## config.mk

```make
export PLATFORM = sky130hd
export DESIGN_NAME = mmio_switch_debounce
export DESIGN_NICKNAME = d
export VERILOG_FILES = /design/src/rtl/mmio_pkg.sv /design/src/rtl/debounce_bit.sv /design/src/rtl/mmio_switch_debounce.sv
export SDC_FILE = /design/constraint.sdc
export NUM_CORES = 1
export LEC_CHECK = 0
export CAP_MARGIN = 20
export CORE_MARGIN = 4
export CORE_UTILIZATION = 33
export DETAILED_ROUTE_END_ITERATION = 12
export DONT_BUFFER_PORTS = 1
export SLEW_MARGIN = 20
export SYNTH_ARGS = -nofsm -noshare
export SYNTH_HDL_FRONTEND = slang
export SYNTH_SLANG_ARGS = --single-unit
```

## constraint.sdc

```tcl
create_clock -name clk -period 2.3 [get_ports clk]
set_input_delay 0.345 -clock clk [delete_from_list [all_inputs] [get_ports clk]]
set_output_delay 0.345 -clock clk [all_outputs]
set_load 0.01 [all_outputs]
```

## src/rtl/mmio_pkg.sv

```systemverilog
// mmio_pkg: shared MMIO command codes, register addresses and debounce default
package mmio_pkg;
  typedef enum logic [1:0] {MNONE, MREAD, MWRITE} mcmd_t;
  localparam logic [8:0] LED_ADDR = 9'h100;
  localparam logic [8:0] SW_ADDR = 9'h140;
  localparam logic [8:0] SW_EVT_ADDR = 9'h141;
  localparam int DEBOUNCE_DEFAULT = 50000;
endpackage

```

## src/rtl/debounce_bit.sv

```systemverilog
// debounce_bit: one switch channel with synchronizer, stability counter, edge pulses and sticky flag
module debounce_bit
  import mmio_pkg::*;
#(
  parameter int DEBOUNCE_CYCLES = DEBOUNCE_DEFAULT,
  parameter int CNT_W = 16
) (
  input  logic clk,
  input  logic reset,
  input  logic sw_raw,
  input  logic evt_clr,
  output logic sw_stable,
  output logic sw_rise,
  output logic sw_fall,
  output logic sw_evt
);
  logic s1, s2, acc;
  logic [CNT_W-1:0] cnt;
  assign acc = (s2 != sw_stable) && (cnt == CNT_W'(DEBOUNCE_CYCLES - 1));
  always_ff @(posedge clk) begin
    if (reset) begin
      s1 <= 1'b0;
      s2 <= 1'b0;
      cnt <= '0;
      sw_stable <= 1'b0;
      sw_rise <= 1'b0;
      sw_fall <= 1'b0;
      sw_evt <= 1'b0;
    end else begin
      s1 <= sw_raw;
      s2 <= s1;
      cnt <= (s2 == sw_stable || acc) ? '0 : cnt + CNT_W'(1);
      sw_stable <= acc ? s2 : sw_stable;
      sw_rise <= acc & s2;
      sw_fall <= acc & ~s2;
      sw_evt <= (sw_evt & ~evt_clr) | acc;
    end
  end
endmodule

```

## src/rtl/mmio_switch_debounce.sv

```systemverilog
// mmio_switch_debounce: debounces raw board switches for the MMIO SW input with edge and event flags
module mmio_switch_debounce
  import mmio_pkg::*;
#(
  parameter int N_SW = 10,
  parameter int DEBOUNCE_CYCLES = DEBOUNCE_DEFAULT,
  parameter int CNT_W = 16
) (
  input  logic            clk,
  input  logic            reset,
  input  logic [N_SW-1:0] sw_raw,
  input  logic [N_SW-1:0] evt_clr,
  output logic [N_SW-1:0] sw_stable,
  output logic [N_SW-1:0] sw_rise,
  output logic [N_SW-1:0] sw_fall,
  output logic [N_SW-1:0] sw_evt,
  output logic            any_evt
);
  for (genvar i = 0; i < N_SW; i++) begin : g_ch
    debounce_bit #(.DEBOUNCE_CYCLES(DEBOUNCE_CYCLES), .CNT_W(CNT_W)) u_ch (
      .clk(clk),
      .reset(reset),
      .sw_raw(sw_raw[i]),
      .evt_clr(evt_clr[i]),
      .sw_stable(sw_stable[i]),
      .sw_rise(sw_rise[i]),
      .sw_fall(sw_fall[i]),
      .sw_evt(sw_evt[i])
    );
  end
  assign any_evt = |sw_evt;
endmodule

```

After elaboration in Yosys (flattened, before gate mapping)

Index checks and enable logic that the tools add are counted.

Bits in registers: 220
Input bits: 22
Logic and storage cells: 201

$add $sub $neg: 10
Eq/ne operators: 30
Bitwise gates (word level): 60
Reductions and logical operators: 31

Operators with widths:

| kind                                          | number |
|---|---|
| adder 16 x 1 -> 16 bit, second input constant | 10 |
| == test 16 bit, second input constant         | 10 |
| AND 1 bit                                     | 30 |
| NOT 1 bit                                     | 20 |
| OR reduction 2 bit                            | 10 |
| == test 1 bit                                 | 10 |
| logical AND 1 bit                             | 10 |
| logical OR 1 bit                              | 10 |
| != test 1 bit                                 | 10 |
| OR 1 bit                                      | 10 |
| OR reduction 10 bit                           | 1 |

Longest topological paths before layout

Gate-level depths: netlist (run 1).

Depth in word-level cells: 4
Gate-level depth with buffers: 7
Mapped depth without buffers: 5

Hierarchy

A second synthesis (run 1) with hierarchy kept.

Cells, all modules: 984
Area total of the unflattened synthesis: 9130.0 um^2

Modules (own cells, without submodules):

| module               | instances | cells each | area an instance (um^2) | sequential area each (um^2) |
|---|---|---|---|---|
| debounce_bit         | 10        | 98         | 910.9                   | 440.4 |
| mmio_switch_debounce | 1         | 4          | 21.3                    | 0.0 |

Worst setup path before layout (run 1)

No wires, ideal clock.

Kind: reg-to-reg
Start point: register g_ch[0].u_ch.cnt[5]
End point: register g_ch[0].u_ch.cnt[15]
Arrival: 1.788 ns
Slack: 0.397 ns
Cell stages (with the launch flop): 6
Buffers on the path: 1
Period minus slack after synthesis: 1.903 ns
Path through: dfxtp_1 > or4_1 > or4_4 > o21ai_4 > buf_6 > nor2_1

Cells in the longest elaborated chain, start to end: 4
Elaborated cells on any way between the ends: 5
Classes of those cells: add/sub (1); eq/ne (1); reduce/logical (3)

RTL lines:

| what                                                                           | line               | RTL |
|---|---|---|
| start, declared                                                                | debounce_bit.sv:18 | `logic [CNT_W-1:0] cnt;` |
| start signal, assigned                                                         | debounce_bit.sv:32 | `cnt <= (s2 == sw_stable \|\| acc) ? '0 : cnt + CNT_W'(1);` |
| parallel branches: the longest is 4 deep, another holds adder 16 x 1 -> 16 bit | -                  |  |

Parallel ways; which one is timed is not known.
A chain may end at the register's enable or synchronous reset.

Worst setup path after layout (run 1)

Start point: register g_ch[0].u_ch.cnt[5]
End point: register g_ch[0].u_ch.cnt[7]

Same word-level chain as after synthesis.

==> flow_metrics.env, run 1 <==
export IMPL_p_leak_nw=3.36
export IMPL_drive_gt1_share_pct=7.11
export IMPL_die_h_um=175
export IMPL_dp_hpwl_um=12200
export IMPL_critical_path_class="reg -> reg"
export IMPL_gp_congestion=0.800
export IMPL_pwr_density_cell_mw_per_mm2=769
export IMPL_drc=0
export IMPL_track_usage_pct=12.4
export IMPL_vias=6606
export IMPL_maxSlewViolCount=0
export IMPL_synth_top_family_by_area="simple AND/OR/NAND/NOR gates"
export IMPL_io_pins=63
export IMPL_synth_area_mm2=0.00926
export IMPL_syn_avg_cell_area_um2=8.99
export IMPL_clk_latency_ns=0.53
export IMPL_finalInstanceArea_mm2=0.0105
export IMPL_tns_ns=0
export IMPL_rows=61
export IMPL_fin_util_pct=38.1
export IMPL_layout_common_cells="dfxtp_1 (220), nor2_1 (213), xnor2_1 (115), nand2_1 (57), nand4_1 (51)"
export IMPL_start_util_pct=33.4
export IMPL_synth_fa_ha_area_share_pct=1.35
export IMPL_timing_final_ws_setup_ns=0.225
export IMPL_relSlewSlack_pct=62.5
export IMPL_grt_ovfl_total=0
export IMPL_syn_num_nets=1062
export IMPL_netlist_instances=1030
export IMPL_cts_clk_slew_worst_paths_ns=0.06
export IMPL_status="completed"
export IMPL_final_fill_count=2763
export IMPL_areaGrowthSynthToFinish_pct=13.9
export IMPL_rsz0062_at_grt="no"
export IMPL_ir_drop_mv=0.462
export IMPL_io_buffers=0
export IMPL_synthXorXnorAreaFrac_pct=13.9
export IMPL_arrival_ns=2.47
export IMPL_h_tree_depth=1
export IMPL_wl_per_cell_um=13.1
export IMPL_synth_simple_area_share_pct=29.9
export IMPL_die_w_um=175
export IMPL_yosys_cell_types_count=43
export IMPL_grt_pass1_vias=6460
export IMPL_seq_area_frac_synth_pct=47.6
export IMPL_power_mw=8.11
export IMPL_cp_start_kind="register"
export IMPL_synth_area_mux_share_pct=0.865
export IMPL_dr_pass1_iters=4
export IMPL_antenna_found_initial=1
export IMPL_grt_pass1_wl_um=32100
export IMPL_clock_skew_ns=0.0152
export IMPL_wl_um=18700
export IMPL_synth_compound_area_share_pct=0.730
export IMPL_placed_cells=1363
export IMPL_diodes=0
export IMPL_whs_ns=0.0300
export IMPL_core_mm2=0.0277
export IMPL_worst_slew_pin_slew_ns=0.562
export IMPL_cts_buffers_inserted=27
export IMPL_required_ns=2.70
export IMPL_fin_crit_sh_pct=90.2
export IMPL_fin_crit_ns=2.07
export IMPL_root_buffer="clkbuf_16"
export IMPL_grt_max_degree=42
export IMPL_cap_violations=0
export IMPL_drtIter0Drc=398
export IMPL_placed_area_mm2=0.00944
export IMPL_route_antenna_remaining_nets=0
export IMPL_cp_end_kind="register"
export IMPL_fin_cells=1433
export IMPL_num_nets_final=1067
export IMPL_fp_dieArea_mm2=0.0308
export IMPL_clkSinkCount=220
export IMPL_ff_latch_area_mm2=0.00440
export IMPL_cts_setup_buffers=0
export IMPL_final_common_cell="dfxtp_1"
export IMPL_ys_ff_latch=220
export IMPL_max_freq_ghz=0.482
export IMPL_yosysWarnings=0
export IMPL_min_path_type="in -> reg"
export IMPL_post_place_ws_ns=0.233
export IMPL_report_final_hold_viol_count=0
export IMPL_path_max_fanout=15
export IMPL_via_per_inst=4.61
export IMPL_clock_path_buffers=3
export IMPL_multiInputGateArea_mm2=0.00433
export IMPL_setup_violations=0
export IMPL_cts_tree="built"
## cells in the mapped netlist
cell type / count / area share, %
dfxtp_1: 220 / 48
nor2_1: 213 / 8.6
xnor2_1: 115 / 11
nand2_1: 57 / 2.3
nand4_1: 51 / 3.4
nand3_1: 48 / 2.6
buf_4: 45 / 3.6
nor4_1: 40 / 2.7
nor3_1: 32 / 1.7
xor2_1: 32 / 3.0
inv_1: 31 / 1.3
nor2b_1: 21 / 1.4
and3_1: 18 / 1.2
clkbuf_1: 11 / 0.45
ha_1: 10 / 1.4
nand2b_1: 9 / 0.61
mux2i_1: 8 / 0.87
or4_1: 8 / 0.65
or3_1: 5 / 0.34
a21oi_1: 4 / 0.22
and4_1: 4 / 0.38
nand4bb_1: 4 / 0.49
nor4b_1: 4 / 0.38
nor4bb_1: 4 / 0.43
buf_2: 3 / 0.16
nand4b_1: 3 / 0.28
o21ai_0: 3 / 0.16
or2_2: 3 / 0.20
or4_4: 3 / 0.36
or4bb_1: 3 / 0.36
nand3b_1: 2 / 0.16
nor2_2: 2 / 0.14
nor4_2: 2 / 0.27
or3_4: 2 / 0.24
or4b_2: 2 / 0.22
a22o_1: 1 / 0.095
and2_1: 1 / 0.068
and3_2: 1 / 0.081
and4b_1: 1 / 0.11
buf_6: 1 / 0.12
o21ai_4: 1 / 0.18
o31ai_1: 1 / 0.081
or4b_1: 1 / 0.11
## power by group
group          switching [mW]  internal [mW]  total (mW)
Clock                    1.60           2.54        4.14
Combinational          0.0608         0.0537       0.115
Sequential             0.0164           3.83        3.85
## kinds of logic (layout without fill, tap and decap cells)
logic type,count (synthesis),after routing
fa+ha+maj,10,10
xor+xnor,147,147
mux,8,8
simple gates,544,544
flops,220,220
buf+inv,91,116
compound gates,10,10
## worst max-delay path, stage by stage, from the launching register on
cell     delay (ns)
dfxtp_1        0.34
or4_1          0.57
or4_4          0.56
o21ai_4        0.36
nor2_1         0.10
## final timing paths
check,slack [ns],to,cells after the start,from
worst min-delay path,0.03,g_ch[5].u_ch.sw_stable$_SDFFE_PP0P_,2,reset
worst max-delay path,0.23,g_ch[0].u_ch.cnt[7]$_SDFF_PP0_,4,g_ch[0].u_ch.cnt[5]$_SDFF_PP0_
worst min register to register,0.43,g_ch[7].u_ch.s2$_SDFF_PP0_,1,g_ch[7].u_ch.s1$_SDFF_PP0_
worst max register to register,0.23,g_ch[0].u_ch.cnt[7]$_SDFF_PP0_,4,g_ch[0].u_ch.cnt[5]$_SDFF_PP0_
## flip-flops by register name, indices dropped and copies added (netlist names)
name / flops
g_ch.u_ch.cnt: 160
g_ch.u_ch.s1: 10
g_ch.u_ch.s2: 10
g_ch.u_ch.sw_evt: 10
g_ch.u_ch.sw_fall: 10
g_ch.u_ch.sw_rise: 10
g_ch.u_ch.sw_stable: 10
## repair_timing
action / in CTS / in global routing
hold buffers: 21 / 0
hold endpoints to repair: 43 / 0
resized for setup: 0 / 0
## routing by layer
metal	wire length [µm]	track usage [%]	vias to the layer above
met5	0	0	-
met1	9090	16.4	3017
met3	890	2.91	28
li1	-	-	3463
met2	8460	20.6	98
met4	304	2.63	0
## area by class of cell
| type | instances | area share [%] |
|---|---|---|
| Clock buffer | 38 | 7.27 |
| Clock inverter | 11 | 1.10 |
| Inverter | 31 | 1.10 |
| Multi-Input combinational cell | 719 | 41.1 |
| Sequential cell | 220 | 41.8 |
| Tap cell | 378 | 4.48 |
| Timing Repair Buffer | 36 | 3.23 |
Note: power is estimated with default switching activity, not from simulation.
==> run 2, diff against run 1 <==
--- a/config.mk
+++ b/config.mk
@@ -5,9 +5,11 @@
 export SDC_FILE = /design/constraint.sdc
 export NUM_CORES = 1
 export LEC_CHECK = 0
+export ABC_CLOCK_PERIOD_IN_PS = 2300
 export CAP_MARGIN = 20
 export CORE_MARGIN = 4
 export CORE_UTILIZATION = 33
+export CTS_CLUSTER_DIAMETER = 200
 export DETAILED_ROUTE_END_ITERATION = 12
 export DONT_BUFFER_PORTS = 1
 export SLEW_MARGIN = 20
==> results of run 2 <==
Final layout, timing and power as in run 1 (identical DEF).
